### config.mk
export PLATFORM = sky130hd
export DESIGN_NAME = rr_arbiter
export DESIGN_NICKNAME = d
export VERILOG_FILES = /design/src/rtl/rr_arbiter.sv
export SDC_FILE = /design/constraint.sdc
export NUM_CORES = 1
export LEC_CHECK = 0
export CAP_MARGIN = 20
export CORE_AREA = 2 2 39 41
export DETAILED_ROUTE_END_ITERATION = 8
export DIE_AREA = 0 0 41 43
export PLACE_DENSITY = 0.74
export SYNTH_ARGS = -nofsm -noshare
export SYNTH_HDL_FRONTEND = slang
export SYNTH_SLANG_ARGS = --single-unit
### constraint.sdc
create_clock -name clk -period 1.9 [get_ports clk]
set_clock_uncertainty 0.2 [all_clocks]
set_input_delay 0.38 -clock clk [delete_from_list [all_inputs] [get_ports clk]]
set_output_delay 0.38 -clock clk [all_outputs]
set_load 0.05 [all_outputs]
### src/rtl/rr_arbiter.sv
// rr_arbiter: round-robin arbiter with a registered one-hot grant.
//
// A rotating priority pointer makes the most recently granted requester the
// lowest priority on the next arbitration, so no requester can be starved.
//
// Optional feature (macro RR_ARB_LOCK_EN): grant locking. While the granted
// requester keeps its request asserted, the grant stays with it for up to
// MAX_HOLD consecutive cycles. After that, normal arbitration resumes.
//
// Parameters:
//   NUM_REQ   number of requesters (2..32)
//   MAX_HOLD  longest locked grant in cycles (1..255); used only with the lock
//   ID_W      width of grant_id (derived)
// Ports:
//   clk          rising-edge clock
//   reset        asynchronous active-high reset
//   req          level-sensitive request vector, bit i = requester i
//   grant        registered one-hot grant, or all zeros
//   grant_valid  registered, equals |grant
//   grant_id     registered index of the granted bit, 0 when no grant
module rr_arbiter #(
    parameter int NUM_REQ  = 4,
    parameter int MAX_HOLD = 8,
    localparam int ID_W    = $clog2(NUM_REQ)
) (
    input  logic               clk,
    input  logic               reset,
    input  logic [NUM_REQ-1:0] req,
    output logic [NUM_REQ-1:0] grant,
    output logic               grant_valid,
    output logic [ID_W-1:0]    grant_id
);

    // Elaboration-time checks of the legal parameter ranges.
    if (NUM_REQ < 2 || NUM_REQ > 32) begin : g_bad_num_req
        $error("rr_arbiter: NUM_REQ must be in 2..32");
    end
    if (MAX_HOLD < 1 || MAX_HOLD > 255) begin : g_bad_max_hold
        $error("rr_arbiter: MAX_HOLD must be in 1..255");
    end

    // The extended width leaves room for ptr+k before the wrap compare.
    // That keeps the search correct when NUM_REQ is not a power of two.
    localparam logic [ID_W:0]   N_EXT = (ID_W+1)'(NUM_REQ);
    localparam logic [ID_W-1:0] LAST  = ID_W'(NUM_REQ-1);

    logic [ID_W-1:0] ptr;
    logic            found;
    logic [ID_W-1:0] win;
    logic [ID_W:0]   idx;
    logic [ID_W-1:0] next_ptr;
    logic            hold;

    // Search req from ptr upward, wrapping at NUM_REQ. The first set bit wins.
    always_comb begin
        found = 1'b0;
        win   = '0;
        idx   = '0;
        for (int k = 0; k < NUM_REQ; k++) begin
            idx = {1'b0, ptr} + (ID_W+1)'(k);
            if (idx >= N_EXT) idx = idx - N_EXT;
            if (!found && req[idx[ID_W-1:0]]) begin
                found = 1'b1;
                win   = idx[ID_W-1:0];
            end
        end
    end

    assign next_ptr = (win == LAST) ? '0 : win + ID_W'(1);

`ifdef RR_ARB_LOCK_EN
    localparam logic [7:0] HOLD_LIM = 8'(MAX_HOLD);

    logic [7:0] hold_cnt;

    // Keep the grant while its owner still requests and has hold budget left.
    assign hold = grant_valid && req[grant_id] && (hold_cnt < HOLD_LIM);

    // The count is 1 on a fresh grant and increments on each held cycle.
    // It returns to 0 when nothing is granted.
    always_ff @(posedge clk or posedge reset) begin
        if (reset)      hold_cnt <= '0;
        else if (hold)  hold_cnt <= hold_cnt + 8'd1;
        else if (found) hold_cnt <= 8'd1;
        else            hold_cnt <= '0;
    end
`else
    assign hold = 1'b0;
`endif

    // While the grant is held, every register keeps its value.
    // An empty request vector clears the grant but leaves ptr alone.
    always_ff @(posedge clk or posedge reset) begin
        if (reset) begin
            grant       <= '0;
            grant_valid <= 1'b0;
            grant_id    <= '0;
            ptr         <= '0;
        end else if (!hold) begin
            if (found) begin
                grant       <= {{(NUM_REQ-1){1'b0}}, 1'b1} << win;
                grant_valid <= 1'b1;
                grant_id    <= win;
                ptr         <= next_ptr;
            end else begin
                grant       <= '0;
                grant_valid <= 1'b0;
                grant_id    <= '0;
            end
        end
    end

endmodule

Word-level counts from Yosys, hierarchy flattened
Index checks and enable logic that the tools add are counted.
Word-level totals
  input port bits: 6
  memories: 0
  bits in registers: 9
  word-level logic and storage cells: 52
  bits in latches: 0
  bits in read-only memories: 0
  bits in writable memories: 0
  output and inout bits: 7
Cells by class
  divide/modulo/power cells: 0
  multiplexer cells: 24
  multipliers: 0
  shift operators: 1
  eq/ne operators: 1
  reduce and logical (&&, ||, !) cells: 6
  add/sub/neg operators: 8
  bitwise operators: 0
  $lt $le $gt $ge: 8
Operator list (count)
  $mux W2: 10
  $lt A2 B3 Y1 const B: 4
  $ge A3 B3 Y1 const B: 3
  $mux W1: 9
  $bmux W1 S2: 4
  $sub A2 B1 Y2 const B: 4
  $add A2 B2 Y3 const B: 2
  $mux W4: 1
  $shl A1 B2 Y4 const A: 1
  $add A2 B1 Y3 const B: 1
  $ge A2 B3 Y1 const B: 1
  $logic_and A1 B1 Y1: 3
  $logic_not A1 Y1: 3
  $add A2 B1 Y2 const B: 1
  $eq A2 B2 Y1 const B: 1

Depth between registers and ports, before layout
  depth after elaboration: 16
  depth in mapped cells: 6
  mapped depth without buffers: 5

Least setup slack after synthesis
OpenSTA, ideal clock, no wires.
  path type: reg-to-reg
  from: reg ptr[1]
  to: reg ptr[1]
  required time: 1575 ps
  clock period less this slack: 1928 ps
  path buffers: 1
  data arrival time: 1603 ps
  library setup time: 125 ps
  setup slack: -28 ps
  cell stages (with the launch flop): 7
  cells stage by stage: dfrtp_1 -> buf_6 -> mux2_4 -> a22oi_4 -> o21a_1 -> ha_1 -> mux2_2
On the way
  longest elaborated chain between the ends: 16
  elaborated cells between the ends (all ways): 40
  classes of those cells: add/sub (8); order compare (4); eq/ne (1); mux (21); reduce/logical (6)
Ends and longest elaborated chain
  start: declaration: line 47  | logic [ID_W-1:0] ptr;
  start signal: assignment: line 104  | ptr <= next_ptr;
  parallel branches: the longest is 13 deep, another holds $add A2 B1 Y3
  $mux W2 (*): line 62  | if (!found && req[idx[ID_W-1:0]]) begin
  $add A2 B1 Y2 or $eq A2 B2 Y1 (tied branches): line 69  | assign next_ptr = (win == LAST) ? '0 : win + ID_W'(1);
  $mux W2 (*): line 69
  via next_ptr[1]: line 51  | logic [ID_W-1:0] next_ptr;
Mark *: on every way through the listed nets, which the timed path passes. The select of a mux whose other input is x is not followed.
A chain may end at the register's enable or synchronous reset.

Worst setup path after layout
  from: in req[1]
  to: reg ptr[1]
On the way
  longest elaborated chain between the ends: 14
  elaborated cells between the ends (all ways): 25
  classes of those cells: add/sub (1); eq/ne (1); mux (17); reduce/logical (6)
Ends and longest elaborated chain
  start: declaration: line 28  | input logic [NUM_REQ-1:0] req,
  $bmux W1 S2: line 62
  $mux W1 (not written as such): line 62
  $mux W1: line 62
  $logic_not A1 Y1: line 62
  $logic_and A1 B1 Y1: line 62
  $mux W1: line 62
  $logic_not A1 Y1: line 62
  $logic_and A1 B1 Y1: line 62
  $mux W1: line 62
  $logic_not A1 Y1: line 62
  $logic_and A1 B1 Y1: line 62
  $mux W2 (*): line 62
  $add A2 B1 Y2 or $eq A2 B2 Y1 (tied branches): line 69
  $mux W2 (*): line 69
  via next_ptr[1]: line 51
Mark *: on every way through the listed nets, which the timed path passes. The rest lies on a longest branch. The select of a mux whose other input is x is not followed.

==> metrics.cfg <==
[sta]
fin_crit_sh=1.02
hold_viol_final=0
setup_tns_ns=-0.0422
timing.slew.headroom=0.783
fin_ws_ns=-0.0422
grt_setup_unrepaired=true
setup_viol=1
finalMaxSlewViolations=0
max_freq_mhz=515
period_minus_slack_ns=1.94
worst_pin_slew_ns=0.325

[global_routing]
antenna_found_initial=0
grt_pass1_vias=345
grt_pass1_wl_um=1410
grt_start_max_net_pins=10
globalRouteTotalUtil=0.129
grt_overflow_total=0

[routing]
drt_iter0_drc=2
firstDrtPassIters=3
drt-vias-per-instance=4.57
wl_um=885
antenna_left=0
drcViolationCount=0
dr_total_vias=370
wl_per_cell_um=10.9

[cells_and_area]
area_delta_synth_final_pct=45.5
finish.utilization=0.512
layout.nets=76
mostFrequentLayoutCells=18 x buf_4, 9 x dfrtp_1, 4 x o21a_1, 4 x and2b_1, 4 x ha_1
layout-drive-gt1-share=0.431
n_antenna_cell=0
multi_input_area_um2=243
final_cells=81
final_common_cell=buf_4
seq_area_um2=225
fill_cells=119

[synthesis]
ys_seq_area_frac=0.463
synth.area.top_cells=dfrtp_1 46%, ha_1 10%, and2b_1 6.2%, o21a_1 6.2%, a22oi_4 4.4%
synth_top_cell_area_share=0.463
avgSynthCellArea_um2=12.5
synth_top_cell_by_area=dfrtp_1
synth_warnings=0
netlist_area_um2=487
synth_cell_types=17
synthCells=39
ys_seq_elements=9
syn-num-nets=49

[clocking]
cts_buffers=3
clk_path_buf_depth=2
cts.clk_slew.worst_paths_ns=0.06
cts_tree=yes
cts_setup_buffers=0
cts_sinks=9
cts_max_level=1
root_buffer=clkbuf_4
clock_latency_ns=0.26
ctsHoldBuffers=0

[job]
cap_viol_max_count=0

[min_path]
hold_class=in -> async

[critical_path]
cp_cell_sequence=clkdlybuf4s50_1 -> buf_4 -> and2_1 -> o21a_1 -> ha_1 -> mux2_2
cp_max_fo=4
cp.required_ns=1.84
worstSetupPathType=in -> reg
end_kind=register
slowest_delay_ns=0.44
critPathTopFamily=buffers and inverters
startpoint_type=input port
crit_buf_inv=2
cp.arrival_ns=1.88
slowest_stage=clkdlybuf4s50_1

[placement]
place_congestion=0.836
place_hpwl_um=739
io_buffers=12
placed_cells=77

[floorplanning]
core.rowCount=14
die_h_um=43
die_area_mm2=0.00176
die_x_um=41
pin_count=13
start_util=0.352
fp.coreArea_mm2=0.00138

[power]
p_leak_nw=0.359
peakVddDrop_mv=0.439
powerDensity_mw_per_mm2=1430

[status]
violations=setup timing
status=finished, violations left

==> cell families (layout without fill, tap and decap cells) <==
group / count (synthesis) / in the layout / share of synthesized area
buffers and inverters: 4 / 30 / 0.0463
AOI/OAI and AO/OA: 12 / 12 / 0.201
adders and majority gates: 4 / 4 / 0.103
and+or+nand+nor: 8 / 8 / 0.134
muxes: 2 / 2 / 0.0540
DFF: 9 / 9 / 0.463
==> repair_timing <==
action	in CTS	in global routing
gates resized for setup	2	1
endpoints found under the setup margin	3	3
pin swaps	2	1
==> power breakdown <==
group / leakage, nW / switching, mW / internal, mW / total [mW]
Sequential: 0.108 / 0.0279 / 0.262 / 0.290
Clock: 0.0150 / 0.0634 / 0.0807 / 0.144
Combinational: 0.236 / 0.339 / 0.242 / 0.581
==> state kept, by name, summed over array words and instances, names as in the netlist <==
signal,count
grant_valid,1
ptr,2
grant_id,2
grant,4
==> layer usage <==
metal  global-route usage  up-vias  share of wire
met5                    0        -              0
met4                0.100        0          0.034
met3               0.0471        4          0.052
met2                0.191       10           0.47
met1                0.139      169           0.44
li1                     -      187              -
==> metrics by stage <==
stage	power [mW]	hold slack, ns	instance area [µm²]	setup WS [ns]
finish	1.02	0.176	708	-0.0422
floorplan	0.695	0.00792	487	0.00263
global placement	0.865	0.456	681	-0.394
CTS	1.03	0.184	704	-0.0586
detailed placement	0.882	0.455	681	-0.452
global route	1.09	0.201	708	-0.0814
==> worst reg2reg max path, stage by stage, from the launching register on <==
cell	delay, ns
dfrtp_1	0.41
mux2_4	0.32
a22oi_4	0.19
o21a_1	0.19
ha_1	0.23
mux2_2	0.26
==> cell usage after synthesis <==
cell type	number
inv_1	3
o22ai_1	1
buf_6	1
and2b_1	4
mux2_2	1
o21a_1	4
o22a_2	2
o21ai_0	2
nor2_1	1
a22oi_4	1
nand2_1	1
ha_1	4
mux2_4	1
dfrtp_1	9
a21oi_1	2
nor4_4	1
and2_1	1
==> worst paths after layout <==
path | cells after the start | slack, ns | from | to
worst min register to register | 2 | 0.51 | ptr[1] | grant_id[1]
worst min-delay path | 2 | 0.18 | reset | grant_id[0]
worst max register to register | 5 | -0.01 | ptr[1] | ptr[1]
min in group clk | 4 | 0.44 | req[2] | ptr[0]
max in group asynchronous | 2 | 1.08 | reset | grant_valid
worst max-delay path | 6 | -0.04 | req[1] | ptr[1]
==> final cells by class <==
type / count / area share
multi-input combinational: 26 / 0.343
clock buffer: 4 / 0.0371
sequential: 9 / 0.318
tap: 16 / 0.0283
inverter: 3 / 0.0159
timing repair buffer: 23 / 0.258
Note: power is estimated with default switching activity, not from simulation.
